--- src/rtl/led_seq_pkg.sv ---
// Shared constants for the LED pattern sequencer: pattern mode encodings
// and bounce direction values.
package led_seq_pkg;

    localparam logic [1:0] MODE_CHASE  = 2'b00;
    localparam logic [1:0] MODE_BOUNCE = 2'b01;
    localparam logic [1:0] MODE_BINARY = 2'b10;
    localparam logic [1:0] MODE_BLINK  = 2'b11;

    localparam logic DIR_UP = 1'b0;
    localparam logic DIR_DN = 1'b1;

endpackage

--- src/rtl/led_pattern_seq_tick_prescaler.sv ---
// Programmable prescaler: produces one advance request every div_q+1 cycles
// while free-running, or one per step pulse while paused.
module tick_prescaler
    import led_seq_pkg::*;
#(
    parameter int DIV_WIDTH = 25
) (
    input  logic                 clk,
    input  logic                 rst,
    input  logic                 en,
    input  logic                 step,
    input  logic                 clr,
    input  logic [DIV_WIDTH-1:0] div_q,
    output logic                 adv
);

    logic [DIV_WIDTH-1:0] cnt;
    logic                 term;

    // Terminal detect uses >= so a lowered div_q fires next cycle instead of
    // waiting for the counter to wrap; clr suppresses any advance that cycle.
    always_comb begin
        term = (cnt >= div_q);
        adv  = 1'b0;
        if (!clr) begin
            adv = en ? term : step;
        end
    end

    // Cycle counter: runs while enabled, holds while paused, restarts on an
    // advance or when the pattern is restarted.
    always_ff @(posedge clk or negedge rst) begin
        if (!rst) begin
            cnt <= '0;
        end else if (clr) begin
            cnt <= '0;
        end else if (en) begin
            cnt <= term ? '0 : cnt + DIV_WIDTH'(1);
        end else if (step) begin
            cnt <= '0;
        end
    end

endmodule

--- src/rtl/led_pattern_seq.sv ---
// N-LED pattern sequencer with four runtime-selectable patterns, run/pause,
// single-step and a loadable prescaler. tick/wrap are exported so other
// blocks can synchronise to pattern advances and pattern restarts.
module led_pattern_seq
    import led_seq_pkg::*;
#(
    parameter int N_LEDS    = 4,
    parameter int DIV_WIDTH = 25,
    parameter int DIV_RESET = 250000
) (
    input  logic                 clk,
    input  logic                 rst,
    input  logic                 en,
    input  logic                 step,
    input  logic [1:0]           mode,
    input  logic                 div_load,
    input  logic [DIV_WIDTH-1:0] div,
    output logic [N_LEDS-1:0]    leds,
    output logic                 tick,
    output logic                 wrap
);

    localparam logic [N_LEDS-1:0] ONE  = N_LEDS'(1);
    localparam logic [N_LEDS-1:0] LAST = N_LEDS'(N_LEDS - 1);
    localparam logic [N_LEDS-1:0] ALL  = '1;

    logic [1:0]           mode_q;
    logic                 start_q;   // set by reset: first edge loads the start pattern
    logic [DIV_WIDTH-1:0] div_q;
    logic [N_LEDS-1:0]    pos;
    logic                 dir;
    logic                 chg;
    logic                 adv;
    logic [N_LEDS-1:0]    pos_n;
    logic                 dir_n;
    logic [N_LEDS-1:0]    leds_n;
    logic                 wrap_n;

    function automatic logic [N_LEDS-1:0] start_pat(input logic [1:0] m);
        case (m)
            MODE_BINARY: start_pat = '0;
            MODE_BLINK:  start_pat = ALL;
            default:     start_pat = ONE;
        endcase
    endfunction

    // A restart (out of reset or on a mode change) reloads the start pattern
    // and overrides any advance in the same cycle.
    assign chg = start_q || (mode != mode_q);

    tick_prescaler #(
        .DIV_WIDTH (DIV_WIDTH)
    ) u_prescaler (
        .clk   (clk),
        .rst   (rst),
        .en    (en),
        .step  (step),
        .clr   (chg),
        .div_q (div_q),
        .adv   (adv)
    );

    // Next pattern state for one advance in the current mode.
    always_comb begin
        pos_n  = pos;
        dir_n  = dir;
        leds_n = leds;
        wrap_n = 1'b0;
        case (mode_q)
            MODE_CHASE: begin
                wrap_n = (pos == LAST);
                pos_n  = wrap_n ? '0 : pos + ONE;
                leds_n = ONE << pos_n;
            end
            MODE_BOUNCE: begin
                if (N_LEDS == 1) begin
                    pos_n = '0;
                end else begin
                    // Direction is set on arrival at an end so endpoints are
                    // shown once per sweep.
                    pos_n = (dir == DIR_UP) ? pos + ONE : pos - ONE;
                    if (pos_n == LAST) begin
                        dir_n = DIR_DN;
                    end else if (pos_n == '0) begin
                        dir_n = DIR_UP;
                    end
                end
                wrap_n = (pos_n == '0);
                leds_n = ONE << pos_n;
            end
            MODE_BINARY: begin
                wrap_n = (pos == ALL);
                pos_n  = pos + ONE;
                leds_n = pos_n;
            end
            default: begin
                wrap_n = (leds == ALL);
                leds_n = ~leds;
            end
        endcase
    end

    // Control registers: restart flag, sampled mode and prescaler shadow.
    always_ff @(posedge clk or negedge rst) begin
        if (!rst) begin
            start_q <= 1'b1;
            mode_q  <= MODE_CHASE;
            div_q   <= DIV_WIDTH'(DIV_RESET);
        end else begin
            start_q <= 1'b0;
            mode_q  <= mode;
            if (div_load) begin
                div_q <= div;
            end
        end
    end

    // Pattern state and LED/pulse outputs.
    always_ff @(posedge clk or negedge rst) begin
        if (!rst) begin
            pos  <= '0;
            dir  <= DIR_UP;
            leds <= '0;
            tick <= 1'b0;
            wrap <= 1'b0;
        end else begin
            tick <= 1'b0;
            wrap <= 1'b0;
            if (chg) begin
                pos  <= '0;
                dir  <= DIR_UP;
                leds <= start_pat(mode);
            end else if (adv) begin
                pos  <= pos_n;
                dir  <= dir_n;
                leds <= leds_n;
                tick <= 1'b1;
                wrap <= wrap_n;
            end
        end
    end

endmodule

--- config.mk ---
export PLATFORM = sky130hd
export DESIGN_NAME = led_pattern_seq
export DESIGN_NICKNAME = d
export VERILOG_FILES = /design/src/rtl/led_seq_pkg.sv /design/src/rtl/led_pattern_seq_tick_prescaler.sv /design/src/rtl/led_pattern_seq.sv
export SDC_FILE = /design/constraint.sdc
export NUM_CORES = 1
export LEC_CHECK = 0
export CORE_UTILIZATION = 58
export CTS_CLUSTER_DIAMETER = 120
export DETAILED_ROUTE_END_ITERATION = 10
export PLACE_DENSITY = 0.78
export SLEW_MARGIN = 20
export SYNTH_ARGS = -nofsm -noshare
export SYNTH_HDL_FRONTEND = slang
export SYNTH_SLANG_ARGS = --single-unit
--- constraint.sdc ---
create_clock -name clk -period 3.47 [get_ports clk]
set_input_delay 1.041 -clock clk [delete_from_list [all_inputs] [get_ports clk]]
set_output_delay 1.041 -clock clk [all_outputs]
set_load 0.02 [all_outputs]
==> summary.log <==
qor: worst_setup_path.endpoint_kind flip-flop
qor: global_routing.antenna_found_initial 0
qor: worst_setup_path.critical_path_buf_inv_count 1
qor: cts.hold_buffers 0
qor: worst_setup_path.reg2reg_slack 680 ps
qor: sta.slew_viol_final 0
qor: cts.cts_tree yes
qor: cts.post_cts_resize_count 0
qor: synthesis.synth_fp_nets 522
qor: finish.filler_cells_inserted 556
qor: cts.numClockSinks 64
qor: power_and_ir_drop.maximum_ir_drop_on_the_vdd_rail 0.284 mV
qor: worst_setup_path.timing.rr.end dir
qor: cts.numCtsBuffers 9
qor: worst_setup_path.critPathArrivalTime 3200 ps
qor: worst_setup_path.worstSetupStartpointType primary input
qor: drt.ant_nets 0
qor: flow_run.maxCapViolations 0
qor: synthesis.synthDominantCellAreaShare 34.0%
qor: drt.wire_per_inst 16.5 um
qor: synthesis.yosysUniqueCellTypes 65
qor: worst_setup_path.crit_path_cell_trace clkdlybuf4s50_1, xor2_1, or3_1, or3_4, o21ai_1, a221oi_1
qor: worst_setup_path.slowest_stage sky130_fd_sc_hd__or3_4
qor: worst_setup_path.largest_delay_share_family_worst_path simple AND/OR/NAND/NOR gates
qor: synthesis.synth.largest_area_cell sky130_fd_sc_hd__dfrtp_1
qor: synthesis.postSynth.asyncResetShare 100%
qor: power_and_ir_drop.p_per_area 386 nW/um^2
qor: cts.max-clock-path-buffers 2
qor: drt.drtIter0Drc 231
qor: sta.setup_tns 0 ps
qor: synthesis.post_synth.cell_area_avg 9.00 um^2
qor: cts.path_clk_slew 70 ps
qor: cts.clock_tree.root_cell sky130_fd_sc_hd__clkbuf_8
qor: global_routing.grt_use_total 27.5%
qor: drt.detailedRoute.firstPassIterationCount 7
qor: synthesis.synth.yosys.seq_area_share 39.1%
qor: floorplan.coreArea 6830 um^2
qor: worst_setup_path.timing_worst_setup_path_type primary input to flip-flop
qor: synthesis.post_synth_edffs 0
qor: sta.finalSetupViolations 0
qor: finish.diodes 0
qor: sta.hold_violations_final 0
qor: global_routing.globalRoute.totalOverflow 0
qor: floorplan.std_cell_rows 30
qor: finish.finish.utilization 70.8%
qor: synthesis.yosys_register_bits 64
qor: sta.worst_pin_slew 611 ps
qor: sta.post-route-period-util 86.7%
qor: placement.placed_cells 581
qor: drt.route.detailed.vias_per_inst 6.12
qor: placement.hpwl 7270 um
qor: sta.clock.fmax 332 MHz
qor: placement.total_placed_instance_area 4590 um^2
qor: floorplan.dieHeight 86.3 um
qor: floorplan.die_area 7450 um^2
qor: sta.final.setup_skew 4.97 ps
qor: synthesis.yosysWarnings 0
qor: global_routing.grt_start_max_net_pins 49
qor: cts.clkLatencyLatePin 340 ps
qor: drt.num_vias 3,654
qor: floorplan.floorplan.die.width 86.3 um
qor: cts.htree_num_levels 3
qor: drt.detail_route.drc_violations 0
qor: worst_setup_path.timing.critical_path.slowest_cell_delay 520 ps
qor: floorplan.top_level_ports 38
qor: worst_hold_path.min_to div_q[4]
qor: worst_setup_path.reg2regPathDepth 9
qor: drt.routed_wirelength 9870 um
qor: finish.final_net_count 560
qor: worst_setup_path.path_max_fanout 20
qor: finish.final_layout_size_suffix_gt1_share 11.4%
qor: finish.final_area 4840 um^2
qor: worst_hold_path.min_path_cells 2
qor: power_and_ir_drop.static-leakage-power 0.00222 uW
qor: global_routing.first_global_vias 3,295
qor: synthesis.synthesis.instances 458
qor: sta.final_period_minus_worst_setup_slack 3010 ps
qor: placement.place_congestion 0.878
qor: floorplan.starting_utilization_of_the_core_area 60.4%
qor: sta.timing.max_slew.rel_slack 59.0%
qor: worst_setup_path.reg2reg_from div_q[16]
qor: synthesis.synth_area 4120 um^2
qor: worst_hold_path.hold_class flip-flop to flip-flop
qor: global_routing.grt_pass1_wl 16,000 um
qor: worst_setup_path.worstPathRequired 3660 ps
qor: finish.post_layout_nonfiller_instances 597
qor: synthesis.synthFlopType sky130_fd_sc_hd__dfrtp_1
qor: sta.grt_setup_unrepaired false
qor: finish.area.growth.synth_to_final 17.3%
qor: placement.io_buffers 37
qor: cts.cts_post_setup_buffers_inserted 0
qor: worst_hold_path.hold_path_startpoint div_q[4]
qor: synthesis.synthTopCellsByArea sky130_fd_sc_hd__dfrtp_1, sky130_fd_sc_hd__ha_1, sky130_fd_sc_hd__dfstp_2
qor: status.run_status complete, no violations
## layer usage
metal  track usage [%]  part of all wire (%)  vias to the layer above  wire (um)
met5                 0                     0                        -          0
met4              7.27                   1.7                        0        172
met3              5.14                   6.0                       24        596
met2              41.5                    45                      130       4450
met1              40.8                    47                     1756       4650
li1                  -                     -                     1744          -
## placed cells by master (no fill, tap or decap), types with 4 or more instances in the layout
cell type,count
sky130_fd_sc_hd__xor2_1,5
sky130_fd_sc_hd__nand2_1,54
sky130_fd_sc_hd__nand3_1,20
sky130_fd_sc_hd__dfstp_2,8
sky130_fd_sc_hd__clkdlybuf4s50_1,36
sky130_fd_sc_hd__inv_1,40
sky130_fd_sc_hd__buf_4,12
sky130_fd_sc_hd__a31o_2,10
sky130_fd_sc_hd__and3_1,7
sky130_fd_sc_hd__a21o_1,6
sky130_fd_sc_hd__a31oi_1,4
sky130_fd_sc_hd__a22o_1,6
sky130_fd_sc_hd__clkbuf_8,10
sky130_fd_sc_hd__nor3_1,9
sky130_fd_sc_hd__a211oi_1,8
sky130_fd_sc_hd__nor2b_1,4
sky130_fd_sc_hd__ha_1,32
sky130_fd_sc_hd__a21oi_1,15
sky130_fd_sc_hd__and2_1,5
sky130_fd_sc_hd__nor2_1,17
sky130_fd_sc_hd__dfrtp_1,56
sky130_fd_sc_hd__o31a_1,6
sky130_fd_sc_hd__o21ai_0,37
sky130_fd_sc_hd__nand4_1,12
sky130_fd_sc_hd__o31ai_1,4
sky130_fd_sc_hd__o22ai_1,4
sky130_fd_sc_hd__nor4_1,6
sky130_fd_sc_hd__mux2i_1,10
## where the power goes
part	switching, uW	internal (uW)	leakage [uW]
sequential	19.8	787	0.000820
clock	303	497	0.000124
combinational	146	115	0.00128
total	469	1400	0.00222
## metrics by stage
stage	total power (uW)	setup WS [ps]	hold WS (ps)
after detailed placement	1080	129	503
final	1870	462	519
after CTS	1880	490	518
after global routing	1940	389	535
after floorplan	969	764	476
after global placement	1070	226	490
## how the worst max path moves through the flow
stage | startpoint | endpoint | cells after the start
after detailed placement | mode[1] | leds[3] | 6
after floorplan | mode[1] | u_prescaler.cnt[5] | 8
after global placement | mode[1] | leds[3] | 6
after global routing | mode[1] | u_prescaler.cnt[21] | 8
final | mode[1] | leds[3] | 6
after CTS | mode[1] | leds[3] | 6
## tightest hold or removal path: cells and delay by family (launching register included)
| kind | cells | cell delay, ps |
|---|---|---|
| AO/OA/AOI/OAI | 1 | 90 |
| flip-flops | 1 | 360 |
| buffers and inverters | 1 | 60 |
## kinds of logic (layout without fill, tap and decap cells)
logic type / Yosys count / after routing / synth area share [%]
and+or+nand+nor: 154 / 154 / 19.1
AOI/OAI and AO/OA: 126 / 126 / 21.2
DFF: 64 / 64 / 39.1
buffers and inverters: 62 / 105 / 6.37
adders and majority gates: 32 / 32 / 9.71
muxes: 12 / 12 / 2.97
xor gates and xnor gates: 7 / 7 / 1.49
other: 1 / 1 / 0.0909
## state kept, by name, summed over array words and instances (netlist names)
| signal | cells |
|---|---|
| dir | 1 |
| div_q | 25 |
| leds | 4 |
| mode_q | 2 |
| pos | 4 |
| start_q | 1 |
| tick | 1 |
| u_prescaler.cnt | 25 |
| wrap | 1 |
## layout make-up
| class | count | area (um^2) | area share [%] |
|---|---|---|---|
| clock inverter | 5 | 104 | 2.15 |
| inverter | 40 | 150 | 3.10 |
| multi-input combinational | 332 | 2250 | 46.6 |
| clock buffer | 11 | 141 | 2.92 |
| sequential | 64 | 1610 | 33.3 |
| timing repair buffer | 49 | 455 | 9.42 |
| tap | 96 | 120 | 2.48 |
## synthesized netlist by cell type, drive strengths merged, types with 3 or more instances
cell type and count:
xor2 5, o31ai 4, a211oi 8, inv 40
buf 10, a31o 10, o31a 6, a22o 6
dfstp 8, dfrtp 56, nand4b 3, mux2i 10
ha 32, and2 5, nor3 10, nor2 17
a21o 6, nand3 20, a221o 3, o22ai 4
and3 8, clkbuf 12, nand4 12, nor2b 4
or3 3, a31oi 4, nand2 54, nor4 6
o21ai 39, a21oi 15
No activity file was read; power rests on OpenSTA's default activity.
